==> config.mk <==
export PLATFORM = sky130hd
export DESIGN_NAME = ppu_vram_arbiter
export DESIGN_NICKNAME = d
export VERILOG_FILES = /design/src/rtl/ppu_vram_arbiter.sv
export SDC_FILE = /design/constraint.sdc
export NUM_CORES = 1
export LEC_CHECK = 0
export CORE_MARGIN = 4
export CORE_UTILIZATION = 38
export DETAILED_ROUTE_END_ITERATION = 10
export PLACE_DENSITY = 0.77
export SLEW_MARGIN = 15
export SYNTH_ARGS = -nofsm -noshare
export SYNTH_HDL_FRONTEND = slang
export SYNTH_SLANG_ARGS = --single-unit
==> constraint.sdc <==
create_clock -name clk_in -period 1.65 [get_ports clk_in]
set_input_delay 0.33 -clock clk_in [delete_from_list [all_inputs] [get_ports clk_in]]
set_output_delay 0.33 -clock clk_in [all_outputs]
set_load 0.005 [all_outputs]
==> src/rtl/ppu_vram_arbiter.sv <==
// Fixed-priority (spr > bg > cpu) single-outstanding VRAM read arbiter with CPU mode-3 lockout and response timeout.
// Latency: ack/mem_req one cycle after an IDLE request; response one cycle after mem_valid_in; no new grant until the response cycle.
module ppu_vram_arbiter #(
    parameter int                    ADDR_WIDTH   = 16,
    parameter int                    DATA_WIDTH   = 8,
    parameter int                    TIMEOUT      = 16,
    parameter logic [DATA_WIDTH-1:0] BLOCKED_DATA = 8'hFF
) (
    input  logic                  clk_in,
    input  logic                  rst_in,
    input  logic                  spr_req_in,
    input  logic [ADDR_WIDTH-1:0] spr_addr_in,
    output logic                  spr_ack_out,
    output logic [DATA_WIDTH-1:0] spr_data_out,
    output logic                  spr_valid_out,
    input  logic                  bg_req_in,
    input  logic [ADDR_WIDTH-1:0] bg_addr_in,
    output logic                  bg_ack_out,
    output logic [DATA_WIDTH-1:0] bg_data_out,
    output logic                  bg_valid_out,
    input  logic                  cpu_req_in,
    input  logic [ADDR_WIDTH-1:0] cpu_addr_in,
    output logic                  cpu_ack_out,
    output logic [DATA_WIDTH-1:0] cpu_data_out,
    output logic                  cpu_valid_out,
    input  logic                  sprite_hit_in,
    input  logic                  cpu_blocked_in,
    output logic [ADDR_WIDTH-1:0] mem_addr_out,
    output logic                  mem_req_out,
    input  logic [DATA_WIDTH-1:0] mem_data_in,
    input  logic                  mem_valid_in,
    output logic                  busy_out,
    output logic                  timeout_out
);
    localparam int TW = (TIMEOUT > 2) ? $clog2(TIMEOUT) : 1;
    localparam logic [TW-1:0] TMAX = TW'(TIMEOUT - 1);

    typedef enum logic [1:0] {S_IDLE, S_BUSY, S_BLOCKED_RESP} state_t;
    typedef enum logic [1:0] {OWN_NONE, OWN_SPR, OWN_BG, OWN_CPU} owner_t;

    state_t                state_q, state_d;
    owner_t                owner_q, owner_d;
    logic [TW-1:0]         timer_q, timer_d;
    logic [ADDR_WIDTH-1:0] mem_addr_q, mem_addr_d;
    logic                  mem_req_q, mem_req_d;
    logic                  spr_ack_q, spr_ack_d, bg_ack_q, bg_ack_d, cpu_ack_q, cpu_ack_d;
    logic                  spr_vld_q, spr_vld_d, bg_vld_q, bg_vld_d, cpu_vld_q, cpu_vld_d;
    logic [DATA_WIDTH-1:0] spr_dat_q, spr_dat_d, bg_dat_q, bg_dat_d, cpu_dat_q, cpu_dat_d;
    logic                  busy_q, timeout_q, timeout_d;
    logic                  rsp_fire;
    logic [DATA_WIDTH-1:0] rsp_dat;

    always_comb begin
        state_d    = state_q;
        owner_d    = owner_q;
        timer_d    = timer_q;
        mem_addr_d = mem_addr_q;
        mem_req_d  = 1'b0;
        spr_ack_d  = 1'b0;
        bg_ack_d   = 1'b0;
        cpu_ack_d  = 1'b0;
        spr_vld_d  = 1'b0;
        bg_vld_d   = 1'b0;
        cpu_vld_d  = 1'b0;
        spr_dat_d  = spr_dat_q;
        bg_dat_d   = bg_dat_q;
        cpu_dat_d  = cpu_dat_q;
        timeout_d  = timeout_q;
        rsp_fire   = 1'b0;
        rsp_dat    = BLOCKED_DATA;

        case (state_q)
            S_IDLE: begin
                if (spr_req_in) begin
                    state_d    = S_BUSY;
                    owner_d    = OWN_SPR;
                    timer_d    = '0;
                    mem_addr_d = spr_addr_in;
                    mem_req_d  = 1'b1;
                    spr_ack_d  = 1'b1;
                end else if (bg_req_in && !sprite_hit_in) begin
                    state_d    = S_BUSY;
                    owner_d    = OWN_BG;
                    timer_d    = '0;
                    mem_addr_d = bg_addr_in;
                    mem_req_d  = 1'b1;
                    bg_ack_d   = 1'b1;
                end else if (cpu_req_in) begin
                    owner_d   = OWN_CPU;
                    cpu_ack_d = 1'b1;
                    if (cpu_blocked_in) begin
                        state_d = S_BLOCKED_RESP;
                    end else begin
                        state_d    = S_BUSY;
                        timer_d    = '0;
                        mem_addr_d = cpu_addr_in;
                        mem_req_d  = 1'b1;
                    end
                end
            end
            S_BUSY: begin
                timer_d = timer_q + TW'(1);
                // A response arriving on the last allowed cycle beats the timeout.
                if (mem_valid_in) begin
                    rsp_fire = 1'b1;
                    rsp_dat  = mem_data_in;
                    state_d  = S_IDLE;
                    owner_d  = OWN_NONE;
                end else if (timer_q == TMAX) begin
                    rsp_fire  = 1'b1;
                    timeout_d = 1'b1;
                    state_d   = S_IDLE;
                    owner_d   = OWN_NONE;
                end
            end
            S_BLOCKED_RESP: begin
                rsp_fire = 1'b1;
                state_d  = S_IDLE;
                owner_d  = OWN_NONE;
            end
            default: begin
                state_d = S_IDLE;
                owner_d = OWN_NONE;
            end
        endcase

        if (rsp_fire) begin
            case (owner_q)
                OWN_SPR: begin spr_vld_d = 1'b1; spr_dat_d = rsp_dat; end
                OWN_BG:  begin bg_vld_d  = 1'b1; bg_dat_d  = rsp_dat; end
                OWN_CPU: begin cpu_vld_d = 1'b1; cpu_dat_d = rsp_dat; end
                default: ;
            endcase
        end
    end

    always_ff @(posedge clk_in or negedge rst_in) begin
        if (!rst_in) begin
            state_q    <= S_IDLE;
            owner_q    <= OWN_NONE;
            timer_q    <= '0;
            mem_addr_q <= '0;
            mem_req_q  <= 1'b0;
            spr_ack_q  <= 1'b0;
            bg_ack_q   <= 1'b0;
            cpu_ack_q  <= 1'b0;
            spr_vld_q  <= 1'b0;
            bg_vld_q   <= 1'b0;
            cpu_vld_q  <= 1'b0;
            spr_dat_q  <= '0;
            bg_dat_q   <= '0;
            cpu_dat_q  <= '0;
            busy_q     <= 1'b0;
            timeout_q  <= 1'b0;
        end else begin
            state_q    <= state_d;
            owner_q    <= owner_d;
            timer_q    <= timer_d;
            mem_addr_q <= mem_addr_d;
            mem_req_q  <= mem_req_d;
            spr_ack_q  <= spr_ack_d;
            bg_ack_q   <= bg_ack_d;
            cpu_ack_q  <= cpu_ack_d;
            spr_vld_q  <= spr_vld_d;
            bg_vld_q   <= bg_vld_d;
            cpu_vld_q  <= cpu_vld_d;
            spr_dat_q  <= spr_dat_d;
            bg_dat_q   <= bg_dat_d;
            cpu_dat_q  <= cpu_dat_d;
            busy_q     <= (state_d != S_IDLE);
            timeout_q  <= timeout_d;
        end
    end

    assign spr_ack_out   = spr_ack_q;
    assign bg_ack_out    = bg_ack_q;
    assign cpu_ack_out   = cpu_ack_q;
    assign spr_valid_out = spr_vld_q;
    assign bg_valid_out  = bg_vld_q;
    assign cpu_valid_out = cpu_vld_q;
    assign spr_data_out  = spr_dat_q;
    assign bg_data_out   = bg_dat_q;
    assign cpu_data_out  = cpu_dat_q;
    assign mem_addr_out  = mem_addr_q;
    assign mem_req_out   = mem_req_q;
    assign busy_out      = busy_q;
    assign timeout_out   = timeout_q;
endmodule

==> results of run 1 <==
==> per-stage QoR <==
step / setup WS (ns) / power (mW) / utilization (%) / setup TNS, ns
floorplan: 0.05785 / 3.257 / - / 0
global placement: -0.2363 / 4.675 / 58.82 / -7.681
detailed placement: -0.2878 / 4.769 / 58.82 / -9.567
CTS: -0.003862 / 6.416 / 63.72 / -0.003862
global route: -0.01465 / 6.883 / 66.24 / -0.06781
finish: 0.03748 / 6.490 / 66.24 / 0
==> cells in the final DEF (no fill, tap or decap), types with 3 or more instances in the layout <==
cell / n
a21oi_1: 23
a21oi_2: 3
a21oi_4: 3
buf_12: 5
buf_4: 17
buf_6: 3
clkbuf_8: 11
clkdlybuf4s50_1: 111
dfrtp_1: 57
ha_4: 3
inv_1: 3
mux2_2: 16
mux2i_1: 17
nand2_1: 21
nand3_1: 4
nand3b_1: 3
nor2_1: 18
nor2_2: 14
o21ai_0: 19
==> cell usage after synthesis, types with 2 or more instances <==
library cell / instances
nand2_1: 23
mux2i_1: 17
nor3_1: 2
a21oi_2: 4
nor2_1: 33
nand2b_1: 2
a21oi_1: 25
mux2_2: 16
nor2b_1: 2
inv_1: 5
o21ai_0: 19
clkbuf_1: 3
buf_4: 4
dfrtp_1: 57
buf_2: 2
nand3b_1: 3
buf_6: 2
ha_1: 4
nand3_1: 4
==> what timing repair did <==
| action | in CTS | in global routing |
|---|---|---|
| hold buffers | 1 | 0 |
| buffers inserted | 2 | 4 |
| resized for setup | 12 | 25 |
| endpoints found under the hold margin | 19 | 0 |
| endpoints found under the setup margin | 36 | 29 |
| cloned | 0 | 2 |
| pin swaps | 0 | 5 |
==> how the worst max path moves through the flow <==
| stage | cells past startpoint | startpoint | to |
|---|---|---|---|
| after CTS | 5 | state_q[0] | timer_q[3] |
| after global routing | 8 | state_q[0] | bg_data_out[1] |
| after floorplan | 5 | state_q[0] | timer_q[3] |
| final | 8 | state_q[0] | bg_data_out[7] |
| after global placement | 5 | sprite_hit_in | mem_addr_out[13] |
| after detailed placement | 5 | sprite_hit_in | mem_addr_out[6] |
==> routing by layer <==
metal  vias up  share of wire (%)  global-route usage, %
li1       1137                  -                      -
met1      1110                 39                  19.30
met2        80                 52                  29.52
met3        14                7.1                  6.131
met4         0                2.0                  7.412
met5         -                  0                      0
==> registers in the layout, indices dropped and copies added (netlist names) <==
name	flops
mem_addr_out	16
bg_data_out	8
cpu_data_out	8
spr_data_out	8
timer_q	4
owner_q	2
state_q	2
bg_ack_out	1
bg_valid_out	1
busy_out	1
cpu_ack_out	1
cpu_valid_out	1
mem_req_out	1
spr_ack_out	1
spr_valid_out	1
timeout_out	1
==> cells by family after synthesis <==
family / share of synthesized area [%]
flip-flops: 53.80
AND/OR/NAND/NOR: 14.02
multiplexers: 13.21
AO/OA/AOI/OAI: 13.45
buffers and inverters: 3.634
adder cells (fa/ha/maj): 1.888
==> final cells by class <==
| cell class | count | area [µm²] | share of cell area [%] |
|---|---|---|---|
| repair buffers | 140 | 1438 | 31.94 |
| clock inverters | 4 | 73.82 | 1.640 |
| inverters | 6 | 25.02 | 0.5560 |
| clock buffers | 12 | 155.1 | 3.447 |
| multi-input cells | 172 | 1262 | 28.05 |
| well taps | 96 | 120.1 | 2.669 |
| flip-flops and latches | 57 | 1426 | 31.69 |
==> critical path, delay by kind of cell (launching register included) <==
family                   cells  cell delay [ns]
adder cells (fa/ha/maj)      1             0.19
AO/OA/AOI/OAI                3             0.37
buffers and inverters        3             0.44
AND/OR/NAND/NOR              1             0.09
flip-flops                   1             0.42
==> power by group through the flow <==
| stage | clock (mW) | sequential, mW | combinational [mW] |
|---|---|---|---|
| after global placement | 0 | 2.19 | 2.48 |
| after global routing | 1.58 | 2.31 | 3.00 |
| final | 1.49 | 2.24 | 2.76 |
| after floorplan | 0 | 2.24 | 1.02 |
| after CTS | 1.52 | 2.22 | 2.67 |
| after detailed placement | 0 | 2.23 | 2.54 |
==> impl_metrics.ini, run 1 <==
[placement]
dp_hpwl_um = 5257
placed_area_um2 = 3996
placedCellCount = 462
numPortBuffers = 112
place_congestion = 0.7956

[hold_path]
hold_class = flip-flop to flip-flop
hp-start = timeout_out
hold_end = timeout_out
whs_path_depth = 1

[pwr]
p_int_mw = 4.545
peakVddDrop_mv = 0.5831
power_frac_seq_pct = 34.6
clockPowerShare_pct = 22.9
p_switching_mw = 1.944
switching_share_pct = 29.96
p_comb_share_pct = 42.6
power_density_nw_per_um2 = 1442
total_leakage_power_nw = 1.891

[setup_path]
cp_data_arrival_time_ns = 1.83
cp_slowest_stage_delay_ns = 0.42
slowest_stage = dfrtp_1
rr_startpoint = state_q[0]
crit_chain = ha_4, buf_4, a21oi_4, a211oi_4, buf_6, clkbuf_16, nor2_2, a21oi_2
endpoint_kind = flip-flop
critPathRequiredTime_ns = 1.87
r2r_end = bg_data_out[7]
crit_fanout = 4
r2r_slack_ns = 0.04
crit_path_start_kind = flip-flop
critical_path_class = flip-flop to flip-flop
ff2ff_path_depth = 8

[logic_synthesis]
yosys.area.top_type_share_pct = 53.80
yosys_warnings = 0
syn_area_um2 = 2651
synthTopCellsByArea = dfrtp_1 54%, mux2_2 6.8%, mux2i_1 6.4%
yosysSeqAreaShare_pct = 53.80
synth_edf_count = 0
yosys.area.top_type = dfrtp_1
synthCells = 246
yosysUniqueCellTypes = 38
synthFlopType = dfrtp_1
async_reset_ff_share_pct = 100.0
syn_area_per_cell_um2 = 10.78
synth_fp_nets = 314
ys_seq_elements = 57

[global_route]
antenna_found_initial = 0
grt_pass1_wl_um = 11380
grt.total_usage_pct = 17.27
grt_pass1_vias = 2418
grt_max_degree = 58
overflow = 0

[final_layout]
finalInstanceArea_um2 = 4501
n_antenna_cell = 0
fillCellCount = 528
final_cells = 487
area_growth_pct = 69.75
fin_nets = 454
layout-drive-gt1-share_pct = 24.55

[routing]
drt-total-wl_um = 7174
dr.pass1.iters = 4
drc_errors = 0
drt_iter0_markers = 69
via_count = 2341
viasPerCell = 4.807
post_drt_wl_per_cell_um = 14.73
drtAntennaViolNets = 0

[clocking]
clock-sinks = 57
tritoncts = built
clk_latency_ns = 0.33
clockBufferDepth = 2
cts_max_level = 3
path_clk_slew_ns = 0.07
cts_buffers = 9
cts_root_buf = clkbuf_8

[floorplan]
ios = 113
die_h_um = 91.53
die_area_um2 = 8378
initial_core_util_pct = 39.02
die_x_um = 91.53
core_area_um2 = 6794
fp-row-count = 30

[sta]
rsz0062_at_grt = yes
max_freq_mhz = 620.1
fin_crit_ns = 1.613
final_max_slew_viol_count = 0
setup_viol = 0
hold_ws_ns = 0.5041
final-hold-violation-count = 0
fin_skew_ns = 0.01218
maxSlewHeadroom_pct = 79.96
min_period_over_period_pct = 97.73
tightest_slew_ns = 0.3006

[run_status]
status = completed

[run]
max-cap-violations = 0
No activity file was read; power rests on OpenSTA's default activity.
==> run 2: changes to the inputs <==
--- a/config.mk
+++ b/config.mk
@@ -7,6 +7,7 @@
 export LEC_CHECK = 0
 export CORE_MARGIN = 4
 export CORE_UTILIZATION = 38
+export CTS_CLUSTER_SIZE = 16
 export DETAILED_ROUTE_END_ITERATION = 10
 export PLACE_DENSITY = 0.77
 export SLEW_MARGIN = 15
==> results of run 2 <==
The final DEF is identical to that of run 1; final timing and power are the same.
==> RTL change 1: new RTL, flow settings as in run 1 <==
Change the parameter `DATA_WIDTH` from 8 to 12.
--- a/src/rtl/ppu_vram_arbiter.sv
+++ b/src/rtl/ppu_vram_arbiter.sv
@@ -4,3 +4,3 @@
     parameter int                    ADDR_WIDTH   = 16,
-    parameter int                    DATA_WIDTH   = 8,
+    parameter int                    DATA_WIDTH   = 12,
     parameter int                    TIMEOUT      = 16,
Interface: changed (resized bg_data_out, cpu_data_out, mem_data_in and spr_data_out); port bits go from 113 to 129. No check against the original RTL was run, so the function may have changed too.
==> RTL change 1 against run 1 <==
The run now ends with hold timing left; worst setup slack got worse by 0.023 ns; wire length rose by 8.7%; cell count rose by 14%; area after synthesis rose by 19%; total power rose by 19%; cell area rose by 9.6%; count of clock-buffer cells in the layout fell by 2; combinational power rose by 17%; first-iteration DRC count fell by 36%; synthesized cell count rose by 20%; sequential cell count rose by 12; sequential share of layout area rose by 3.3 points; critical path type unchanged.
==> RTL change 1: results (changes against run 1) <==
Parameter                              Value

Global route
  Wire length of the first global-routing pass ... 13.2 mm (was 11.4 mm)
  Total GRT Usage ... 16.6% (was 17.3%)
  Global Route met2 Usage ... 26.5% (was 29.5%)
  Met1 track demand over resource in global routing ... 21.3% (was 19.3%)

Logic synthesis
  Fraction of the mapped netlist area in compound gates ... 14.8% (was 13.4%)
  Sequential area share after synthesis ... 54.6% (was 53.8%)
  Mean instance size in the synthesized netlist ... 10.7 um2 (was 10.8 um2)
  Syn nets ... 367 (was 314)
  Fraction of synthesized area in multiplexers ... 11.4% (was 13.2%)

Status
  Run status ... complete, but fails checks (was finished, final reports clean)
  Violations in the final reports ... hold timing

Cells and area
  Sequential cell count ... 69 (was 57)
  Ratio of cells with drive above 1 in the final layout ... 18.1% (was 24.6%)
  Number of standard cells in the layout, taps in and fillers out ... 553 (was 487)
  Total area of multi-input combinational cells ... 1300 um2 (was 1260 um2)
  Layout non-clock buf frac ... 30.5% (was 31.9%)
  Layout fillers ... 683 (was 528)
  Area occupied by registers ... 1730 um2 (was 1430 um2)

Clocking
  CTS-repair resized insts ... 2 (was 12)

Setup path
  Crit path DAT ... 1.89 ns (was 1.83 ns)
  Launch point of the worst path ... state_q[1] (was state_q[0])
  Critical Path Max Stage Delay ... 0.38 ns (was 0.42 ns)

Power and ir drop
  Proportion of power drawn by combinational gates ... 41.9% (was 42.6%)
  Sequential fraction of design power ... 36.9% (was 34.6%)
  Net Switching ... 2.29 mW (was 1.94 mW)

Place
  Placed wire-length estimate ... 5.93 mm (was 5.26 mm)
  Port buffer count ... 128 (was 112)
  Gp weighted congestion ... 0.802 (was 0.796)

STA
  Worst Hold Slack ... -0.00357 ns (was 0.504 ns)
  Worst-case headroom to the max-slew limit ... 72.2% (was 80.0%)
  Clock skew ... 0.0104 ns (was 0.0122 ns)
  Final hold viol count ... 1 (was 0)

Detailed routing
  Number of violations reported at the end of detailed-routing iteration 0 ... 44 (was 69)
  Met3 wire length ... 793 um (was 506 um)
  Final wirelength ... 7.80 mm (was 7.17 mm)
  Met2 wire len ... 3.58 mm (was 3.70 mm)
  Wire length on met1 ... 3.40 mm (was 2.83 mm)
RTL change 1: cell count changes in the layout (fill, tap and decap cells not counted), sizes merged, moves of 3 or more:
| cell | change |
|---|---|
| a21oi | -23 |
| clkdlybuf4s50 | +16 |
| dfrtp | +12 |
| nor2 | -20 |
| a21o | +3 |
| clkbuf | -4 |
| o21ai | +35 |
| nand3 | +4 |
| nand2 | +35 |
RTL change 1: through the flow:
step | power (mW) | utilization [%] | cell area [um2] | TNS [ns] | setup slack, ns
finish | 7.72 | 60.6 | 4930 | 0 | 0.0141
detailed placement | 6.09 | 57.3 | 4660 | -7.85 | -0.262
global route | 8.26 | 60.6 | 4930 | -2.01 | -0.0961
CTS | 7.79 | 60.4 | 4910 | -0.00431 | -0.00431
global placement | 5.99 | 57.3 | 4660 | -6.94 | -0.238
floorplan | 4.12 | - | 3160 | 0 | 0.0921
==> RTL change 2: new RTL, config.mk and constraints of run 1 <==
Made on the original files. Put one more register stage on the output `timeout_out`. The value now appears one clock later. The other outputs are not delayed to match.
--- a/src/rtl/ppu_vram_arbiter.sv
+++ b/src/rtl/ppu_vram_arbiter.sv
@@ -186,3 +186,5 @@
     assign busy_out      = busy_q;
-    assign timeout_out   = timeout_q;
+    always_ff @(posedge clk_in) begin
+        timeout_out <= timeout_q;
+    end
 endmodule
Check against the original RTL: no difference found for any inputs over 4 cycles, from zero or initial values and one cycle with rst_in low; that may be too few to reach the edited logic, so the function may still have changed.
==> RTL change 2 against run 1 <==
Cell area decreased by 1.4%; non-clock buffer count increased by 2; synthesized cell count up 0.41%; wire length fell by 3.3%; sequential cell count increased by 1; total power down 1.7%; largest cell class is now registers; area after synthesis up 0.76%; first-iteration DRC count grew 2.9%; worst setup slack lost 0.0080 ns.
==> RTL change 2: results (changes against run 1) <==
Parameter                              Value

Setup path
  Launch point of the worst path ... state_q[1] (was state_q[0])
  Crit-path max FO ... 5 (was 4)

Global route
  Wire length of the first global-routing pass ... 11.5 mm (was 11.4 mm)
  GR met3 Demand/Resource ... 5.17% (was 6.13%)
  Total GRT Usage ... 17.3% (about the same)
  Met1 track demand over resource in global routing ... 19.5% (was 19.3%)

Cells and area
  Clk cell area share ... 4.91% (was 5.09%)
  Layout non-clock buf frac ... 31.8% (was 31.9%)
  Final Net Count ... 457 (was 454)
  Area occupied by registers ... 1450 um2 (was 1430 um2)
  Layout fillers ... 572 (was 528)
  Fraction of standard cell area in multi-input logic ... 27.4% (was 28.1%)
  Ratio of cells with drive above 1 in the final layout ... 22.3% (was 24.6%)

Logic synthesis
  Sequential area share after synthesis ... 54.1% (was 53.8%)
  Syn nets ... 315 (was 314)
  Async set-or-reset flop fraction in the synthesized netlist ... 98.3% (was 100%)
  Synth top area cells ... dfrtp_1, mux2_2, mux2i_1 (unchanged)
  Synthesized-area fraction occupied by adder cells ... 1.87% (was 1.89%)

STA
  Post-layout minimum cycle time ... 1.62 ns (was 1.61 ns)
  Worst-case headroom to the max-slew limit ... 77.8% (was 80.0%)
  Clock skew ... 0.0102 ns (was 0.0122 ns)

Worst hold path
  Number of cells on the worst hold path ... 0 (was 1)
  Endpoint, Worst Hold ... timeout_out (unchanged)

Power and ir drop
  Leak pwr ... 1.89 nW (about the same)
  Cell-internal power ... 4.49 mW (was 4.55 mW)
  Maximum resistive drop on vdd ... 0.594 mV (was 0.583 mV)

Detailed routing
  Number of vias after detailed routing ... 2332 (was 2341)
  Final wirelength ... 6.94 mm (was 7.17 mm)
  Number of violations reported at the end of detailed-routing iteration 0 ... 71 (was 69)

Status
  Run status ... finished, final reports clean (unchanged)

Place
  Placed wire-length estimate ... 5.30 mm (was 5.26 mm)

Clocking
  Number of clock sinks ... 58 (was 57)
==> RTL change 2: cell count changes in the layout (fill, tap and decap cells not counted), moves of 2 or more <==
cell,change
clkinv_2,+3
nor2_1,+10
nor2_2,-9
clkbuf_16,-2
buf_4,+4
==> RTL change 2: through the flow <==
step / hold slack (ns) / cells / cell area (um2)
after floorplan: 0.0344 / 247 / 2670
after global placement: 0.349 / 467 / 4050
after detailed placement: 0.351 / 467 / 4050
after CTS: 0.380 / 487 / 4390
after global routing: 0.392 / 490 / 4440
final: 0.380 / 490 / 4440
==> RTL change 2: what timing repair did <==
item,4_1_cts,5_1_grt
hold buffers,1,0
pin swaps,1,3
endpoints found under the hold margin,57,0
buffers inserted,2,4
endpoints found under the setup margin,45,46
cloned,1,0
gates resized for setup,16,12
==> RTL change 2: metal layers <==
layer  vias up  share of wire [%]
met2        80                 52
met5         -                  0
met3        10                7.2
met1      1098                 38
met4         0                1.8
li1       1144                  -
